[src/rtl/spi_xfer_arbiter.sv]
// spi_xfer_arbiter: round-robin arbiter and transaction sequencer that lets
// NUM_REQ requesters share one SPI master. Completion is taken from the
// master's slave-select line, and a per-transfer timeout releases the bus if a
// frame never finishes.
//
// state       | meaning
// ------------+---------------------------------------------------------------
// S_IDLE      | bus free; req sampled, round-robin winner latched
// S_LAUNCH    | starts asserted for the first cycle, timeout counter cleared
// S_WAIT_LOW  | starts held; waiting for ss to fall (frame begun)
// S_WAIT_HIGH | starts held; waiting for ss to rise (frame finished)
// S_RESP      | one-cycle rsp_valid pulse to the granted requester
// S_GAP       | starts and grant low for GAP_CYCLES before returning to idle
module spi_xfer_arbiter #(
    parameter int NUM_REQ    = 4,
    parameter int DATA_W     = 8,
    parameter int XFER_TO    = 256,
    parameter int GAP_CYCLES = 2
) (
    input  logic                        clk,
    input  logic                        rst,
    input  logic [NUM_REQ-1:0]          req,
    input  logic [NUM_REQ-1:0]          req_rx,
    input  logic [NUM_REQ*DATA_W-1:0]   req_data,
    output logic [NUM_REQ-1:0]          gnt,
    output logic [NUM_REQ-1:0]          rsp_valid,
    output logic [DATA_W-1:0]           rsp_data,
    output logic                        rsp_err,
    output logic                        busy,
    output logic                        m_start_tx,
    output logic                        m_start_rx,
    output logic [DATA_W-1:0]           m_data_tx,
    input  logic [DATA_W-1:0]           m_data_rx,
    input  logic                        m_ss
);

    localparam int IDX_W = $clog2(NUM_REQ);
    localparam int CNT_W = $clog2(XFER_TO + 1);
    localparam int GAP_W = $clog2(GAP_CYCLES + 1);

    typedef enum logic [2:0] {
        S_IDLE,
        S_LAUNCH,
        S_WAIT_LOW,
        S_WAIT_HIGH,
        S_RESP,
        S_GAP
    } state_t;

    state_t               state;
    state_t               state_nxt;

    logic [IDX_W-1:0]     rr_ptr;
    logic [IDX_W-1:0]     gnt_idx;
    logic                 rx_sel;
    logic [CNT_W-1:0]     xfer_cnt;
    logic [GAP_W-1:0]     gap_cnt;

    logic                 sel_found;
    logic [IDX_W-1:0]     sel_idx;
    logic [NUM_REQ-1:0]   sel_onehot;
    logic [DATA_W-1:0]    sel_data;
    logic                 sel_rx;

    logic                 in_wait;
    logic                 frame_done;
    logic                 xfer_abort;
    logic                 gap_done;
    logic                 starts_on;

    // A normal end of frame wins over a timeout landing in the same cycle.
    assign in_wait    = (state == S_WAIT_LOW) || (state == S_WAIT_HIGH);
    assign frame_done = (state == S_WAIT_HIGH) && m_ss;
    assign xfer_abort = in_wait && !frame_done && (xfer_cnt == CNT_W'(XFER_TO - 1));
    assign gap_done   = (gap_cnt == GAP_W'(GAP_CYCLES - 1));

    // Round-robin pick: first set req bit scanning upward from rr_ptr.
    always_comb begin
        int k;
        k         = 0;
        sel_found = 1'b0;
        sel_idx   = '0;
        for (int i = 0; i < NUM_REQ; i++) begin
            k = int'(rr_ptr) + i;
            if (k >= NUM_REQ) begin
                k = k - NUM_REQ;
            end
            if (!sel_found && req[k]) begin
                sel_found = 1'b1;
                sel_idx   = IDX_W'(k);
            end
        end
    end

    // Steer the winner's one-hot grant, TX byte and RX-enable bit.
    always_comb begin
        sel_onehot = '0;
        sel_data   = '0;
        sel_rx     = 1'b0;
        for (int i = 0; i < NUM_REQ; i++) begin
            if (sel_idx == IDX_W'(i)) begin
                sel_onehot[i] = sel_found;
                sel_data      = req_data[i*DATA_W +: DATA_W];
                sel_rx        = req_rx[i];
            end
        end
    end

    // State register.
    always_ff @(posedge clk or negedge rst) begin
        if (!rst) begin
            state <= S_IDLE;
        end else begin
            state <= state_nxt;
        end
    end

    // Next-state decode.
    always_comb begin
        state_nxt = state;
        case (state)
            S_IDLE:      if (sel_found) state_nxt = S_LAUNCH;
            S_LAUNCH:    state_nxt = S_WAIT_LOW;
            S_WAIT_LOW: begin
                if (xfer_abort) begin
                    state_nxt = S_RESP;
                end else if (!m_ss) begin
                    state_nxt = S_WAIT_HIGH;
                end
            end
            S_WAIT_HIGH: if (frame_done || xfer_abort) state_nxt = S_RESP;
            S_RESP:      state_nxt = S_GAP;
            S_GAP:       if (gap_done) state_nxt = S_IDLE;
            default:     state_nxt = S_IDLE;
        endcase
    end

    // Outputs decoded from state; starts are level, held LAUNCH through WAIT_HIGH.
    always_comb begin
        starts_on  = (state == S_LAUNCH) || in_wait;
        busy       = (state != S_IDLE);
        m_start_tx = starts_on;
        m_start_rx = starts_on && rx_sel;
        rsp_valid  = (state == S_RESP) ? gnt : '0;
    end

    // Grant, transfer data, counters and response registers.
    always_ff @(posedge clk or negedge rst) begin
        if (!rst) begin
            gnt       <= '0;
            gnt_idx   <= '0;
            rr_ptr    <= '0;
            rx_sel    <= 1'b0;
            m_data_tx <= '0;
            xfer_cnt  <= '0;
            gap_cnt   <= '0;
            rsp_data  <= '0;
            rsp_err   <= 1'b0;
        end else begin
            case (state)
                S_IDLE: begin
                    if (sel_found) begin
                        gnt       <= sel_onehot;
                        gnt_idx   <= sel_idx;
                        m_data_tx <= sel_data;
                        rx_sel    <= sel_rx;
                    end
                end
                S_LAUNCH: begin
                    xfer_cnt <= '0;
                end
                S_WAIT_LOW, S_WAIT_HIGH: begin
                    xfer_cnt <= xfer_cnt + 1'b1;
                    if (frame_done) begin
                        rsp_data <= rx_sel ? m_data_rx : '0;
                        rsp_err  <= 1'b0;
                    end else if (xfer_abort) begin
                        rsp_data <= '0;
                        rsp_err  <= 1'b1;
                    end
                end
                S_RESP: begin
                    gnt     <= '0;
                    gap_cnt <= '0;
                    rr_ptr  <= (gnt_idx == IDX_W'(NUM_REQ - 1)) ? '0 : gnt_idx + 1'b1;
                end
                S_GAP: begin
                    gap_cnt <= gap_cnt + 1'b1;
                end
                default: begin
                    gnt <= '0;
                end
            endcase
        end
    end

endmodule

[config.mk]
export PLATFORM = sky130hd
export DESIGN_NAME = spi_xfer_arbiter
export DESIGN_NICKNAME = d
export VERILOG_FILES = /design/src/rtl/spi_xfer_arbiter.sv
export SDC_FILE = /design/constraint.sdc
export NUM_CORES = 1
export LEC_CHECK = 0
export ABC_AREA = 0
export CORE_ASPECT_RATIO = 0.8
export CORE_MARGIN = 4
export CORE_UTILIZATION = 36
export CTS_BUF_LIST = sky130_fd_sc_hd__clkbuf_4 sky130_fd_sc_hd__clkbuf_8
export DETAILED_ROUTE_END_ITERATION = 16
export PLACE_DENSITY_LB_ADDON = 0.15
export SLEW_MARGIN = 20
export SYNTH_ARGS = -nofsm -noshare
export SYNTH_HDL_FRONTEND = slang
export SYNTH_SLANG_ARGS = --single-unit
export TNS_END_PERCENT = 50
[constraint.sdc]
create_clock -name clk -period 3.3 [get_ports clk]
set_input_delay 0.825 -clock clk [delete_from_list [all_inputs] [get_ports clk]]
set_output_delay 0.825 -clock clk [all_outputs]
set_load 0.02 [all_outputs]
### Word-level counts from Yosys, hierarchy flattened

Index checks and enable logic that the tools add are counted.

| word-level totals | value |
|---|---|
| ROM bits | 0 |
| latch bits | 0 |
| word-level logic and storage cells | 123 |
| memories | 0 |
| bits in registers | 40 |
| output and inout bits | 28 |
| RAM bits | 0 |
| input bits | 51 |

| operators by class | value |
|---|---|
| reduce and logical (&&, ||, !) cells | 26 |
| order comparisons | 8 |
| $mul | 0 |
| bitwise logic cells | 1 |
| shift-type cells | 0 |
| add/subtract/negate cells | 10 |
| divide/modulo/power cells | 0 |
| equal/unequal tests | 15 |
| mux-type cells | 53 |

Operator list:

| operator | number |
|---|---|
| less-than comparator 32 x 4 -> 1 bit (second input constant) | 4 |
| two-way mux 32 bit | 4 |
| two-way mux 8 bit | 7 |
| two-way mux 1 bit | 22 |
| case mux 3 bit (6 select lines) | 1 |
| case mux 9 bit (2 select lines) | 1 |
| two-way mux 3 bit | 5 |
| subtractor 3 x 3 -> 4 bit (second input constant) | 3 |
| two-way mux 2 bit | 5 |
| adder 9 x 1 -> 9 bit (second input constant) | 1 |
| == test 9 x 8 -> 1 bit (second input constant) | 1 |
| >= comparator 3 bit (second input constant) | 3 |
| binary-select mux 1 bit (select 2 bit) | 4 |
| two-way mux 4 bit | 2 |
| case mux 4 bit (2 select lines) | 1 |
| logical AND 1 bit | 7 |
| adder 2 x 2 -> 3 bit (second input constant) | 2 |
| == test 2 bit (second input constant) | 3 |
| == test 3 x 2 -> 1 bit (second input constant) | 2 |
| == test 3 bit (second input constant) | 2 |
| AND reduction 2 bit | 3 |
| nonzero test 2 bit | 3 |
| adder 2 x 1 -> 2 bit (second input constant) | 2 |
| == test 2 x 1 -> 1 bit (second input constant) | 2 |
| 17 further kinds | 23 |

### Longest topological paths before layout

| depth | value |
|---|---|
| depth after elaboration | 20 |
| gate-level depth with buffers | 8 |
| depth with buffers taken out | 8 |

### Least setup slack after synthesis

Ideal clock, no wire load.

| timing path | value |
|---|---|
| kind | input to register |
| from | input port req[2] |
| to | register m_data_tx[1] |
| path buffers | 1 |
| data required time | 3173 ps |
| arrival | 1957 ps |
| library setup time | 127 ps |
| slack | 1216 ps |
| stages on the path | 6 |
| cells stage by stage | mux2i_1 -> nor2_2 -> nor3_1 -> buf_2 -> mux2i_1 -> o211ai_2 |

| between the ends | value |
|---|---|
| longest elaborated chain between the ends | 18 |
| elaborated cells on any way between the ends | 35 |
| classes of those cells | 3 x eq/ne; 24 x mux; 8 x reduce/logical |

Ends and longest elaborated chain:

| item | RTL line | source |
|---|---|---|
| from (decl) | 22 | `input logic [NUM_REQ-1:0] req,` |
| binary-select mux 1 bit (select 2 bit) | 88 | `if (!sel_found && req[k]) begin` |
| two-way mux 1 bit (not written as such) (2 in a row) | 88 |  |
| two-way mux 1 bit | 88 |  |
| zero test 1 bit | 88 |  |
| logical AND 1 bit | 88 |  |
| two-way mux 1 bit | 88 |  |
| zero test 1 bit | 88 |  |
| logical AND 1 bit | 88 |  |
| two-way mux 1 bit | 88 |  |
| zero test 1 bit | 88 |  |
| logical AND 1 bit | 88 |  |
| two-way mux 2 bit | 88 |  |
| zero test 2 bit | 101 | `if (sel_idx == IDX_W'(i)) begin` |
| two-way mux 8 bit (4 in a row) | 101 |  |
| to (signal assigned) | 165 | `m_data_tx <= sel_data;` |
| to (decl) | 32 | `output logic [DATA_W-1:0] m_data_tx,` |

Parallel ways exist; a longest one is shown, timed or not. The select of a mux whose other input is x is not followed.
A chain may end at the register's enable or synchronous reset.

### Worst setup path in the final report

| timing path | value |
|---|---|
| from | register state[1] |
| to | output port rsp_valid[1] |

| between the ends | value |
|---|---|
| longest elaborated chain between the ends | 2 |

Ends and longest elaborated chain:

| item | RTL line | source |
|---|---|---|
| from (decl) | 50 | `state_t state;` |
| from (signal assigned) | 114 | `state <= state_nxt;` |
| == test 3 bit | 144 | `rsp_valid = (state == S_RESP) ? gnt : '0;` |
| two-way mux 4 bit | 144 |  |
| to (decl) | 26 | `output logic [NUM_REQ-1:0] rsp_valid,` |

Every way passes these cells.

==> PnR_summary.wiki <==
{| class="wikitable"
! Metric !! Value
|-
| Syn Inst Count || 221
|-
| Reg2Reg Depth || 8
|-
| Area of the mapped netlist || 2160 um^2
|-
| Share of cells above drive strength 1 || 0.0769
|-
| Average wire per standard cell || 15.0 um
|-
| Number of CTS-inserted buffers || 5
|-
| TritonCTS clock tree || done
|-
| Area occupied by registers || 1000 um^2
|-
| Unrepaired setup endpoints after global routing || no
|-
| CTS clk-pin slew, worst paths || 0.07 ns
|-
| Htree depth || 2
|-
| Cell Chain, Critical Path || nand2b_1 > nor2_1 > and2_1 > clkdlybuf4s50_1
|-
| Hold Fails Final Rpt || 0
|-
| Die outline area || 7310 um^2
|-
| Synth Net Count || 276
|-
| Crit path kind || register to primary output
|-
| Wire length of the first global-routing pass || 9.36 mm
|-
| Remaining antenna violation count || 0
|-
| Number of max-cap violations || 0
|-
| Hold Path Sink || xfer_cnt[4]
|-
| Root Buffer Master || sky130_fd_sc_hd__clkbuf_8
|-
| Distinct cell type count of the synthesized netlist || 40
|-
| Post-route cell area || 3130 um^2
|-
| Seq cells post-synth || 40
|-
| Count of buffers added by post-CTS timing repair for setup || 0
|-
| Most common cell after layout, fill and taps aside || sky130_fd_sc_hd__clkdlybuf4s50_1
|-
| Area taken by multi-input logic gates || 1060 um^2
|-
| Post-synth top area cell || sky130_fd_sc_hd__dfrtp_1
|-
| Global routing usage summed across all routing layers || 0.162
|-
| CP max stage delay || 0.60 ns
|-
| Max-slew violation count || 0
|-
| Launching element type of the critical path || register
|-
| Initial antenna violation count || 0
|-
| Nets@finish || 353
|-
| Yosys Warn Count || 0
|-
| Status || finished, final reports clean
|-
| Placer Congestion || 0.777
|-
| Achievable frequency || 0.343 GHz
|-
| Half-perimeter wire length after placement || 4.30 mm
|-
| Top delay family on crit path || simple AND/OR/NAND/NOR gates
|-
| Area growth, synth to finish || 45.0%
|-
| Worst relative slew slack || 0.401
|-
| Worst-path fanout max || 9
|-
| Effective utilization at floorplan || 0.383
|-
| Number of design rule violations left after detail routing || 0
|-
| Vias in the first global route || 1915
|-
| Total setup violations reported at the end of the flow || 0
|-
| Data required time at the worst endpoint || 2.47 ns
|-
| Final-layout fill cell count || 524
|-
| Leading post-synthesis cells by cell area || sky130_fd_sc_hd__dfrtp_1 46%, sky130_fd_sc_hd__nand2_1 5.0%, sky130_fd_sc_hd__mux2i_1 4.6%
|-
| Average vias per placed instance || 5.14
|-
| Max Clock Skew || 0.00486 ns
|-
| Inst Count DP || 369
|-
| Portion of the post-synthesis area used by sequential elements || 0.463
|-
| Total of cells resized after clock tree synthesis || 0
|-
| Placed Instance Area || 3010 um^2
|-
| Vert. Die Dim || 77.3 um
|-
| Largest net degree at the start of global routing || 41
|-
| Commonest cells after routing, fill and taps aside || 77 x sky130_fd_sc_hd__clkdlybuf4s50_1, 40 x sky130_fd_sc_hd__dfrtp_1, 29 x sky130_fd_sc_hd__nand2_1
|-
| Post-detailed-routing wire length || 5.64 mm
|-
| Minimum setup slack among reg-to-reg paths || 1.16 ns
|-
| Number of violations reported at the end of detailed-routing iteration 0 || 75
|-
| Top-Level Pins || 79
|-
| Area of the core region || 5650 um^2
|-
| Crit path capture type || primary output
|-
| Worst hold path cell count || 1
|-
| Largest voltage drop on the vdd net || 0.000392 V
|-
| Diodes inserted || 0
|-
| Vias post-DR || 1937
|-
| Power Density || 842 nW/um^2
|-
| Maximum count of clock buffers along a single path || 2
|-
| Overflow left after global routing || 0
|-
| Worst-skew pair later-pin latency || 0.28 ns
|-
| Leakage power || 1.34 nW
|-
| Slew at the pin closest to its max-slew limit || 0.898 ns
|-
| Part of the cycle the worst path needs || 0.884
|-
| Total negative slack for setup checks || 0 ns
|-
| Startpoint of the worst register-to-register path || xfer_cnt[0]
|-
| Synthesized area divided by synthesized cell count || 9.78 um^2
|-
| Crit path buf inv count || 1
|-
| Final instance count without filler cells || 377
|-
| Crit path arrival time || 2.09 ns
|-
| Top cell type's share of synthesized area || 0.463
|-
| Critical-path cell with the highest stage delay || sky130_fd_sc_hd__clkdlybuf4s50_1
|-
| First-pass iteration count of the detailed router || 4
|-
| Number of core rows || 24
|-
| Path type of the worst min-delay path || register to register
|-
| Width of the chip || 94.6 um
|-
| Minimum period implied by the final worst setup slack || 2.92 ns
|-
| Hold path start || xfer_cnt[4]
|-
| Clock tree sinks || 40
|-
| Worst r2r dst || rsp_data[6]
|-
| CTS Hold Bufs || 0
|-
| Count of buffers inserted at the top-level ports || 78
|}
==> synth_stat cells, drive strengths merged <==
master / n
a211o: 9
a21o: 2
a21oi: 6
a22o: 11
a31oi: 1
and2: 4
and3: 5
buf: 9
clkbuf: 4
dfrtp: 40
ha: 4
inv: 6
mux2: 1
mux2i: 10
nand2: 29
nand2b: 7
nand3: 2
nand4: 9
nor2: 11
nor2b: 1
nor3: 2
nor4: 1
o211ai: 9
o21a: 1
o21ai: 17
o21bai: 1
o22ai: 3
o31ai: 10
o32ai: 1
or2: 3
or3: 1
xor2: 1
==> how the worst max path moves through the flow <==
stage,start,cells after the start,slack [ns],endpoint
after floorplan,req[2],6,1.22,m_data_tx[1]
after detailed placement,req[0],7,0.53,m_data_tx[4]
after CTS,state[1],4,0.34,rsp_valid[1]
after global placement,req[0],7,0.48,m_data_tx[1]
after global routing,state[1],4,0.18,rsp_valid[1]
final,state[1],4,0.38,rsp_valid[1]
==> area by class of cell <==
| cell class | count | share of cell area |
|---|---|---|
| multi-input combinational | 162 | 0.338 |
| sequential | 40 | 0.319 |
| timing repair buffer | 83 | 0.264 |
| tap | 78 | 0.0312 |
| clock buffer | 7 | 0.0308 |
| clock inverter | 1 | 0.00958 |
| inverter | 6 | 0.00719 |
==> cell families (layout without fill, tap and decap cells) <==
kind of cell	after synthesis	count (layout)	synth area share
multiplexers	11	11	0.0515
AND/OR/NAND/NOR	75	75	0.175
AO/OA/AOI/OAI	71	71	0.234
adder cells (fa/ha/maj)	4	4	0.0232
flip-flops	40	40	0.463
XOR/XNOR	1	1	0.00405
buffers and inverters	19	97	0.0486
==> through the flow <==
stage | power, mW | util | hold slack, ns | setup slack, ns
detailed placement | 2.23 | 0.533 | 0.486 | 0.527
global route | 2.85 | 0.555 | 0.523 | 0.180
global placement | 2.22 | 0.533 | 0.464 | 0.481
finish | 2.64 | 0.555 | 0.504 | 0.382
floorplan | 1.69 | - | 0.449 | 1.22
CTS | 2.67 | 0.555 | 0.501 | 0.338
==> per-layer routing <==
metal  up-vias  part of all wire  global-route usage
li1        970                 -                   -
met1       906              0.48               0.232
met2        59              0.44               0.237
met3         2             0.075              0.0558
met4         0            0.0032              0.0303
met5         -                 0                   0
==> where the power goes <==
part / total [mW] / internal, mW / leakage, nW / switching (mW)
Combinational: 1.36 / 0.642 / 0.754 / 0.717
Sequential: 0.849 / 0.688 / 0.522 / 0.161
Clock: 0.431 / 0.267 / 0.0645 / 0.164
==> registers in the layout, summed over array words and instances, names as in the netlist, 2 cells and up <==
| register | flops |
|---|---|
| gap_cnt | 2 |
| gnt | 4 |
| gnt_idx | 2 |
| m_data_tx | 8 |
| rr_ptr | 2 |
| rsp_data | 8 |
| state | 3 |
| xfer_cnt | 9 |
Power figures use the tool's default switching activity.
